==> src/rtl/mul_operand_sequencer.sv <==
// Operand sequencer for a repeated-addition multiplier.
// Operand pairs are queued in a small FIFO. For each pair the block issues
// a one-cycle start, then places A and then B on the shared data bus, and
// waits for the multiplier's done. The head pair stays queued until its
// job finishes.
module mul_operand_sequencer #(
    parameter int WIDTH = 16,
    parameter int DEPTH = 4
) (
    input  logic                     clk,
    input  logic                     rst,
    input  logic                     in_valid,
    input  logic [WIDTH-1:0]         in_a,
    input  logic [WIDTH-1:0]         in_b,
    output logic                     in_ready,
    output logic                     mul_start,
    output logic [WIDTH-1:0]         mul_data,
    input  logic                     mul_done,
    output logic                     busy,
    output logic [$clog2(DEPTH):0]   count,
    output logic [7:0]               completed
);

    localparam int CW = $clog2(DEPTH) + 1;
    localparam int PW = (DEPTH > 1) ? $clog2(DEPTH) : 1;
    localparam logic [CW-1:0] FULL = CW'(DEPTH);
    localparam logic [PW-1:0] LAST = PW'(DEPTH - 1);

    typedef enum logic [2:0] {
        IDLE,
        START,
        SEND_A,
        SEND_B,
        WAIT
    } state_t;

    state_t           state;
    state_t           state_next;
    logic [PW-1:0]    wr_ptr;
    logic [PW-1:0]    rd_ptr;
    logic [WIDTH-1:0] mem_a [DEPTH];
    logic [WIDTH-1:0] mem_b [DEPTH];
    logic             push;
    logic             pop;

    // Pointers wrap at DEPTH, which need not be a power of two.
    function automatic logic [PW-1:0] next_ptr(input logic [PW-1:0] p);
        return (p == LAST) ? '0 : p + PW'(1);
    endfunction

    // Ready comes from the registered count only, so a pop cannot free a slot
    // for a push in the same cycle.
    assign in_ready = (count < FULL);
    assign push     = in_valid && in_ready;
    assign pop      = (state == WAIT) && mul_done;
    assign busy     = (state != IDLE);

    // State register.
    always_ff @(posedge clk) begin
        // NOTE: sequential state is updated with non-blocking assignments so every
        // register samples the pre-edge values of the others.
        if (rst) state <= IDLE;
        else     state <= state_next;
    end

    // Next-state logic: a done left high from the previous job holds us in IDLE.
    always_comb begin
        // NOTE: default first so that every path assigns state_next and no latch
        // is inferred.
        state_next = state;
        unique case (state)
            IDLE:    if (count != '0 && !mul_done) state_next = START;
            START:   state_next = SEND_A;
            SEND_A:  state_next = SEND_B;
            SEND_B:  state_next = WAIT;
            WAIT:    if (mul_done) state_next = IDLE;
            default: state_next = IDLE;
        endcase
    end

    // Moore outputs decoded from the state register.
    always_comb begin
        mul_start = 1'b0;
        mul_data  = '0;
        unique case (state)
            START:   mul_start = 1'b1;
            SEND_A:  mul_data  = mem_a[rd_ptr];
            SEND_B:  mul_data  = mem_b[rd_ptr];
            default: ;
        endcase
    end

    // FIFO bookkeeping and the completed-job counter (wraps naturally at 8 bits).
    always_ff @(posedge clk) begin
        if (rst) begin
            wr_ptr    <= '0;
            rd_ptr    <= '0;
            count     <= '0;
            completed <= '0;
        end else begin
            if (push) wr_ptr <= next_ptr(wr_ptr);
            if (pop) begin
                rd_ptr    <= next_ptr(rd_ptr);
                completed <= completed + 8'd1;
            end
            if (push && !pop)      count <= count + CW'(1);
            else if (pop && !push) count <= count - CW'(1);
        end
    end

    // Operand storage.
    always_ff @(posedge clk) begin
        // NOTE: the storage array is deliberately not reset; entries are only read
        // after being written, and count/pointers alone define what is valid.
        if (push) begin
            mem_a[wr_ptr] <= in_a;
            mem_b[wr_ptr] <= in_b;
        end
    end

endmodule

==> config.mk <==
export PLATFORM = sky130hd
export DESIGN_NAME = mul_operand_sequencer
export DESIGN_NICKNAME = d
export VERILOG_FILES = /design/src/rtl/mul_operand_sequencer.sv
export SDC_FILE = /design/constraint.sdc
export NUM_CORES = 1
export LEC_CHECK = 0
export CAP_MARGIN = 20
export CORE_MARGIN = 2
export CORE_UTILIZATION = 60
export DETAILED_ROUTE_END_ITERATION = 8
export PLACE_DENSITY = 0.85
export RECOVER_POWER = 100
export SYNTH_ARGS = -nofsm -noshare
export SYNTH_HDL_FRONTEND = slang
export SYNTH_SLANG_ARGS = --single-unit
==> constraint.sdc <==
create_clock -name clk -period 5.95 [get_ports clk]
set_input_delay 0.8925 -clock clk [delete_from_list [all_inputs] [get_ports clk]]
set_output_delay 0.8925 -clock clk [all_outputs]
set_load 0.02 [all_outputs]
==> results.json, run 1 <==
{
  "synth_seq_cells": 148,
  "place_congestion": 0.762,
  "syn_avg_cell_area_um2": 19.7,
  "critPathLaunchType": "flop",
  "synth.most_common_cell": "edfxtp_1",
  "dp_hpwl_mm": 6.53,
  "ir_drop_uv": 222,
  "critPathTopFamily": "buffers and inverters",
  "final_util_pct": 76.9,
  "p_switching_mw": 0.636,
  "cts_tree": "done",
  "synth_edf_count": 128,
  "hp-start": "completed[5]$_SDFFE_PP0P_",
  "die_w_um": 102,
  "path_max_fanout": 21,
  "path_buf_inv": 2,
  "hp-class": "reg2reg",
  "power_leakage_nw": 2.42,
  "max_stage_delay_ps": 820,
  "synth-seq-area-share_pct": 74.3,
  "synth_nets": 334,
  "required_ps": 5060,
  "comb_power_share_pct": 11.0,
  "dr.pass1.iters": 5,
  "grt_overflow": 0,
  "cellPowerDensity_nw_per_um2": 371,
  "drt_iter0_drc": 210,
  "syn_area_um2": 5710,
  "cp_slowest_cell": "dfxtp_1",
  "antenna_found_initial": 1,
  "ys_top_cells_by_count": "edfxtp_1 (128), mux4_2 (32), dfxtp_1 (20), a22o_1 (16), nor2_1 (15)",
  "vias": 2982,
  "port_buffers": 65,
  "final_cell_area_um2": 7110,
  "p_sw_share_pct": 24.2,
  "clock_sinks": 148,
  "cts.clk_slew.worst_paths_ps": 70,
  "yosys_most_used_dff": "edfxtp_1",
  "finClkSkew_ps": 17.8,
  "final_cells": 509,
  "grt_pass1_wl_mm": 18.2,
  "wl_mm": 11.7,
  "grt_max_degree": 33,
  "drc": 0,
  "post_cts_buffers": 0,
  "pwr-share-clk_pct": 41.4,
  "worstPathCellList": "buf_4, mux4_2, a22o_1, dlygate4sd3_1",
  "drt-vias-per-instance": 5.86,
  "drv_slew": 132,
  "grt_use_total_pct": 25.5,
  "worstMarginPinSlew_ps": 2090,
  "rsz0062_at_grt": "false",
  "cts_resized": 0,
  "fmax_ghz": 0.237,
  "die_h_um": 102,
  "power_mw": 2.63,
  "cts_made_buffers": 17,
  "rows": 35,
  "nets": 411,
  "postCtsHoldBufs": 0,
  "status": "finished, violations left",
  "finalHoldViolations": 0,
  "async_flop_share_pct": 0,
  "p_int_mw": 2.00,
  "synth_top_area_share_pct": 67.3,
  "clock_latency_ps": 530,
  "netlist.top_cell.by_area": "edfxtp_1",
  "final-setup-viol-count": 0,
  "ios": 66,
  "fin_setup_tns_ps": 0,
  "cp.arrival_ps": 3330,
  "fin_crit_sh_pct": 70.9,
  "synth_area_leaders": "edfxtp_1 (67%), mux4_2 (13%), dfxtp_1 (7.0%)",
  "dieArea_um2": 10300,
  "cts_buffer_depth": 2,
  "seqPwrFrac_pct": 47.6,
  "period_minus_slack_ps": 4220,
  "grt_pass1_vias": 3167,
  "drv_cap": 4,
  "area_delta_synth_final_pct": 24.5,
  "relSlewSlack_pct": -39.1,
  "path_class": "reg2out",
  "core_area_um2": 9240,
  "wire_per_inst_um": 23.0,
  "placed_cell_area_um2": 6520,
  "yosys_warnings": 0,
  "reg2reg_from": "count[2]$_SDFFE_PP0P_",
  "initial_core_util_pct": 61.8,
  "cts-root-buf": "clkbuf_8",
  "drive_gt1_share_pct": 17.9,
  "syn_inst": 290,
  "diodes": 0,
  "htreeDepth": 4,
  "dp_cells": 477,
  "failed_checks": "capacitance limit, slew limit",
  "synth.distinct_cells": 33,
  "ant_nets": 0,
  "crit_path_end_kind": "primary output"
}
-- cells by family (layout without fill, tap and decap cells) --
logic type,count (synthesis),after routing,share of synthesized area (%)
flops,148,148,74.3
simple gates,42,42,4.12
mux,39,39,13.9
compound gates,29,29,3.81
buf+inv,21,111,1.49
fa+ha+maj,8,8,1.88
xor+xnor,3,3,0.460
-- per-layer routing --
metal | up-vias | GRT usage [%] | share of wire [%]
li1 | 1333 | - | -
met1 | 1503 | 32.4 | 38
met3 | 12 | 7.80 | 7.0
met2 | 132 | 41.7 | 54
met5 | - | 0 | 0.11
met4 | 2 | 10.2 | 1.1
-- cells in the final DEF, fill, tap and decap left out, types with 4 or more instances in the layout --
cell	n
edfxtp_1	128
dlygate4sd3_1	63
mux4_2	32
dfxtp_1	20
a22o_1	16
clkbuf_16	16
nor2_1	15
inv_1	7
ha_1	7
a21oi_1	6
or3_1	5
mux2i_1	5
inv_6	4
clkbuf_1	4
-- registers in the layout, summed over array words and instances, names as in the netlist, named ones only --
name	cells
state	3
mem_a	64
mem_b	64
completed	8
rd_ptr	2
count	3
wr_ptr	2
-- final cells by class --
cell class	count	area, um2
fill	517	2130
tap	129	161
multi-input combinational	121	1380
sequential	148	4240
clock inverter	15	191
clock buffer	17	414
inverter	7	26.3
timing repair buffer	72	688
-- through the flow --
| stage | hold slack (ps) | worst slack (ps) |
|---|---|---|
| floorplan | 463 | 3470 |
| global placement | 478 | 2600 |
| detailed placement | 506 | 2620 |
| CTS | 514 | 2010 |
| global route | 535 | 1440 |
| finish | 513 | 1730 |
-- final timing paths --
path	end	slack, ps	depth (start not counted)
hold / removal	completed[5]$_SDFFE_PP0P_	510	2
setup reg to reg	mem_b[0][9]$_DFFE_PP_	3060	3
setup / recovery	mul_data[0]	1730	4
hold reg to reg	completed[5]$_SDFFE_PP0P_	510	2
-- power groups by stage --
stage                     clock [mW]  combinational (mW)  sequential [mW]
after floorplan                    0               0.164             1.27
after global placement             0               0.298             1.26
after detailed placement           0               0.305             1.27
after CTS                       1.11               0.311             1.25
after global routing            1.15               0.314             1.26
final                           1.09               0.289             1.26
-- worst min-delay path: stages (launching register included) --
cell and delay, ps:
dfxtp_1 340, o31ai_1 70, a21oi_1 60
Note: power is estimated with default switching activity, not from simulation.
==> inputs of run 2 (changes only) <==
CORE_UTILIZATION = 50   (was 60)
PLACE_DENSITY = 0.75   (was 0.85)
clock period = 3.7 ns   (was 5.95 ns; I/O delays follow)
==> run 2 against run 1 <==
Compared with the run above: the run now ends clean; combinational power up 59%; sequential power is 60% higher; die area is 19% higher; non-clock buffer count grew 2; setup slack lost 1100 ps; design area up 0.97%; first-iteration DRC count down 4.3%; critical path depth unchanged; critical path type unchanged; largest cell class unchanged; highest routed layer is now met4.
==> results.json, run 2 (synthesis gave the netlist of run 1 again) <==
{
  "post_cts_buffers": 0,
  "dr.max_layer_used": "met4",
  "dr.pass1.iters": 5,
  "power_leakage_nw": 2.46,
  "initial_core_util_pct": 50.6,
  "worstMarginPinSlew_ps": 1030,
  "grt_overflow": 0,
  "grt_pass1_wl_mm": 16.6,
  "die_w_um": 111,
  "seqPwrFrac_pct": 47.2,
  "dp_hpwl_mm": 6.10,
  "grt_use_total_pct": 18.1,
  "r2r_end": "count[2]$_SDFFE_PP0P_",
  "cts_resized": 0,
  "period_minus_slack_ps": 3090,
  "hp-start": "rd_ptr[0]$_SDFFE_PP0P_",
  "pwr-share-clk_pct": 42.0,
  "fin_crit_sh_pct": 83.5,
  "drv_cap": 0,
  "fill_cells": 770,
  "finalHoldViolations": 0,
  "cts.clk_slew.worst_paths_ps": 60,
  "p_switching_mw": 0.951,
  "top_regs": "mem_a x64, mem_b x64, completed x8",
  "reg2reg_from": "count[2]$_SDFFE_PP0P_",
  "cp.arrival_ps": 2530,
  "wl_met1_mm": 4.54,
  "comb_power_share_pct": 10.8,
  "antenna_found_initial": 1,
  "grt_pass1_vias": 3019,
  "fin_hold_ws_ps": 492,
  "die_h_um": 111,
  "cts_tree": "done",
  "place_congestion": 0.717,
  "cts_made_buffers": 17,
  "dieArea_um2": 12300,
  "layout_common_cells": "edfxtp_1 (128), dlygate4sd3_1 (64), mux4_2 (32), dfxtp_1 (19), clkbuf_16 (17)",
  "critPathLaunchType": "flop",
  "met3_length_um": 505,
  "reg2regPathDepth": 7,
  "path_class": "reg2out",
  "port_buffers": 65,
  "worstPathCellList": "nor3b_2, buf_4, a22o_1, dlygate4sd3_1",
  "cp_slowest_cell": "dlygate4sd3_1",
  "cts-root-buf": "clkbuf_16",
  "final_common_cell": "edfxtp_1",
  "path_max_fanout": 11,
  "drc": 0,
  "drt-vias-per-instance": 5.55,
  "power_mw": 4.25,
  "relSlewSlack_pct": 31.5,
  "wire_per_inst_um": 19.8,
  "htreeDepth": 4,
  "dr_wl_met2_mm": 5.27,
  "fmax_ghz": 0.324,
  "core_area_um2": 11300,
  "required_ps": 3140,
  "finClkSkew_ps": 8.45,
  "setup_slack_ps": 612,
  "cts_buffer_depth": 2,
  "ios": 66,
  "cellPowerDensity_nw_per_um2": 592,
  "status": "finished clean",
  "rsz0062_at_grt": "false",
  "area_delta_synth_final_pct": 25.7,
  "path_buf_inv": 2,
  "max_stage_delay_ps": 680,
  "clock_latency_ps": 410,
  "ir_drop_uv": 297,
  "pre_cts_ws_ps": 889,
  "drt_iter0_drc": 201,
  "whs_path_depth": 2,
  "wl_mm": 10.4,
  "drive_gt1_share_pct": 19.4,
  "critPathTopFamily": "buffers and inverters",
  "rrSetupSlack_ps": 1540,
  "drv_slew": 0,
  "crit_path_end_kind": "primary output",
  "rows": 39,
  "critPathLaunch": "state[1]$_SDFFE_PP0P_",
  "p_int_mw": 3.30,
  "final-setup-viol-count": 0,
  "grt_max_degree": 33,
  "postCtsHoldBufs": 0,
  "hp-class": "reg2reg",
  "ant_nets": 0,
  "nets": 413,
  "vias": 2913,
  "fin_setup_tns_ps": 0,
  "clock_sinks": 148,
  "p_sw_share_pct": 22.4
}
run 2: cell count changes in the layout (fill, tap and decap cells not counted), sizes merged:
cell	before	now
clkinv	3	4
bufinv	3	4
clkinvlp	2	1
inv	14	12
clkdlybuf4s50	2	1
diode	0	1
buf	3	4
clkbuf	21	22
dlygate4sd3	63	64
run 2: per-layer routing:
layer	up-vias	global-route usage, %
li1	1341	-
met1	1487	24.4
met2	80	28.6
met3	5	5.41
met4	0	6.25
met5	-	0
run 2: cell type report:
cell class / count / area [um2] / area share, %
inverter: 7 / 26.3 / 0.366
sequential: 148 / 4250 / 59.2
tap: 143 / 179 / 2.49
clock inverter: 14 / 199 / 2.77
antenna: 1 / 2.50 / 0.0349
multi-input combinational: 121 / 1380 / 19.2
clock buffer: 17 / 425 / 5.93
timing repair buffer: 74 / 717 / 9.99
run 2: worst max path at each step:
| stage | slack [ps] | cells after the start | to |
|---|---|---|---|
| after floorplan | 1560 | 8 | count[2]$_SDFFE_PP0P_ |
| after global placement | 970 | 8 | count[2]$_SDFFE_PP0P_ |
| after detailed placement | 890 | 8 | count[2]$_SDFFE_PP0P_ |
| after CTS | 640 | 4 | mul_data[3] |
| after global routing | 450 | 4 | mul_data[3] |
| final | 610 | 4 | mul_data[2] |
run 2: through the flow:
stage	instances	instance area, um2	utilization [%]
floorplan	290	5710	-
CTS	524	7190	63.7
global route	525	7170	63.6
global placement	493	6560	58.2
detailed placement	493	6560	58.2
finish	525	7170	63.6
run 2: power groups by stage:
stage                     clock network [mW]  registers (mW)  logic (mW)
after CTS                               1.82            2.01       0.496
after global routing                    1.90            2.02       0.497
after global placement                     0            2.03       0.486
after floorplan                            0            2.04       0.264
after detailed placement                   0            2.04       0.494
final                                   1.78            2.01       0.459
run 2: worst register-to-register path, cell delays in order (launching register included):
cell	delay, ps
dfxtp_1	350
nor2b_1	430
ha_1	280
inv_1	60
fa_1	380
xor2_1	160
or3_1	300
a21oi_1	130
==> inputs of run 3 (changes only) <==
CORE_UTILIZATION = 55   (was 50)
PLACE_DENSITY = 0.79   (was 0.75)
clock period = 3.1 ns   (was 3.7 ns; I/O delays follow)
==> run 3 against run 2 <==
Compared with the run above: flip-flop and latch count unchanged; utilization up 6.8 points; largest cell class unchanged; first-iteration DRC count up 2.5%; critical path type unchanged.
==> results.json, run 3 (synthesis gave the netlist of run 1 again) <==
{
  "ir_drop_uv": 399,
  "final_common_cell": "edfxtp_1",
  "nets": 420,
  "critPathLaunchType": "flop",
  "clock_latency_ps": 520,
  "layout_common_cells": "edfxtp_1 (128), dlygate4sd3_1 (56), mux4_2 (32), dfxtp_1 (19)",
  "rows": 37,
  "cts_tree": "done",
  "cellPowerDensity_nw_per_um2": 698,
  "ant_nets": 0,
  "power_mw": 5.00,
  "fill_cells": 641,
  "met2_usage_pct": 33.1,
  "die_h_um": 106,
  "cts_buffer_depth": 2,
  "cp.arrival_ps": 2530,
  "dieArea_um2": 11200,
  "cts_resized": 0,
  "initial_core_util_pct": 56.1,
  "whs_path_depth": 2,
  "dp_cells": 493,
  "pwr-share-clk_pct": 40.8,
  "rsz0062_at_grt": "false",
  "r2r_end": "mem_b[0][0]$_DFFE_PP_",
  "place_congestion": 0.718,
  "worstPathCellList": "buf_12, mux4_2, a22o_1, dlygate4sd3_1",
  "p_int_mw": 3.78,
  "drive_gt1_share_pct": 19.0,
  "drt-vias-per-instance": 5.68,
  "max_stage_delay_ps": 660,
  "drv_cap": 0,
  "port_buffers": 65,
  "vias": 2980,
  "post_cts_buffers": 0,
  "dp_hpwl_mm": 6.34,
  "worstMarginPinSlew_ps": 1090,
  "top_regs": "mem_a x64, mem_b x64, completed x8",
  "core_area_um2": 10200,
  "seqPwrFrac_pct": 47.9,
  "cp_slowest_cell": "dlygate4sd3_1",
  "drt_iter0_drc": 206,
  "fin_setup_tns_ps": 0,
  "grt_use_total_pct": 21.0,
  "reg2reg_from": "count[2]$_SDFFE_PP0P_",
  "final-setup-viol-count": 0,
  "clock_sinks": 148,
  "fin_crit_sh_pct": 96.6,
  "holdPathEnd": "completed[5]$_SDFFE_PP0P_",
  "drv_slew": 0,
  "p_sw_share_pct": 24.5,
  "finalHoldViolations": 0,
  "cts.clk_slew.worst_paths_ps": 60,
  "path_class": "reg2out",
  "die_w_um": 106,
  "grtUsageMet3_pct": 7.73,
  "grt_pass1_wl_mm": 17.0,
  "wire_per_inst_um": 20.6,
  "wl_mm": 10.8,
  "grt_max_degree": 30,
  "required_ps": 2630,
  "rrSetupSlack_ps": 810,
  "grt_overflow": 0,
  "relSlewSlack_pct": 27.3,
  "postCtsHoldBufs": 0,
  "drc": 0,
  "path_max_fanout": 20,
  "cts_made_buffers": 17,
  "hp-start": "completed[5]$_SDFFE_PP0P_",
  "grt_pass1_vias": 3090,
  "status": "finished clean",
  "placed_cell_area_um2": 6620,
  "grt_use_met1_pct": 27.5,
  "busiest_layer": "met2",
  "hp-class": "reg2reg",
  "fmax_ghz": 0.334,
  "dr.pass1.iters": 4,
  "period_minus_slack_ps": 2990,
  "htreeDepth": 4,
  "antenna_found_initial": 0,
  "final_cell_area_um2": 7170,
  "comb_power_share_pct": 11.2,
  "crit_path_end_kind": "primary output",
  "cts-root-buf": "clkbuf_8",
  "diodes": 0,
  "ios": 66,
  "area_delta_synth_final_pct": 25.6,
  "final_cells": 525,
  "finClkSkew_ps": 13.1,
  "p_switching_mw": 1.23,
  "power_leakage_nw": 2.43,
  "reg2regPathDepth": 4
}
[run 3: changes by cell type in the layout (fill, tap and decap cells not counted), moves of 2 or more]
cell | previous run | this run
clkdlybuf4s50_1 | 1 | 9
dlygate4sd3_1 | 64 | 56
clkbuf_1 | 1 | 8
clkinv_2 | 2 | 0
inv_8 | 0 | 4
buf_4 | 3 | 6
clkbuf_2 | 4 | 1
bufinv_16 | 4 | 2
[run 3: per-layer routing]
metal,part of all wire [%],vias up
li1,-,1361
met1,39,1481
met2,52,130
met3,8.0,8
met4,0.94,0
met5,0,-
[run 3: final cells by class]
| type | count | area [um2] | area share, % |
|---|---|---|---|
| timing repair buffer | 81 | 751 | 10.5 |
| sequential | 148 | 4250 | 59.2 |
| inverter | 7 | 26.3 | 0.366 |
| clock inverter | 15 | 189 | 2.63 |
| tap | 136 | 170 | 2.37 |
| clock buffer | 17 | 414 | 5.78 |
| multi-input combinational | 121 | 1380 | 19.2 |
[run 3: power by group through the flow]
stage	Combinational [mW]	Clock (mW)	Sequential (mW)
floorplan	0.315	0	2.43
global placement	0.600	0	2.42
detailed placement	0.607	0	2.43
CTS	0.616	2.07	2.40
global route	0.607	2.16	2.41
finish	0.563	2.04	2.40
[run 3: how the worst max path moves through the flow]
stage                                  endpoint  depth (start not counted)      from
after floorplan           count[2]$_SDFFE_PP0P_                          8  in_valid
after global placement    count[2]$_SDFFE_PP0P_                          9  in_valid
after detailed placement  count[2]$_SDFFE_PP0P_                          9  in_valid
after CTS                           mul_data[8]                          4      flop
after global routing                mul_data[1]                          4      flop
final                              mul_data[15]                          4      flop
[run 3: worst max-delay path: cells and delay by family, from the launching register on]
family | cells | cell delay [ps]
mux | 1 | 540
flops | 1 | 350
compound gates | 1 | 250
buf+inv | 2 | 860
[run 3: metrics by stage]
| stage | hold slack (ps) | util (%) | setup WS, ps |
|---|---|---|---|
| 2_1_floorplan | 463 | - | 1050 |
| 3_3_place_gp | 472 | 65.0 | 637 |
| 3_5_place_dp | 477 | 65.0 | 600 |
| 4_1_cts | 506 | 70.9 | 86.0 |
| 5_1_grt | 522 | 70.4 | 10.6 |
| 6_report | 495 | 70.4 | 107 |
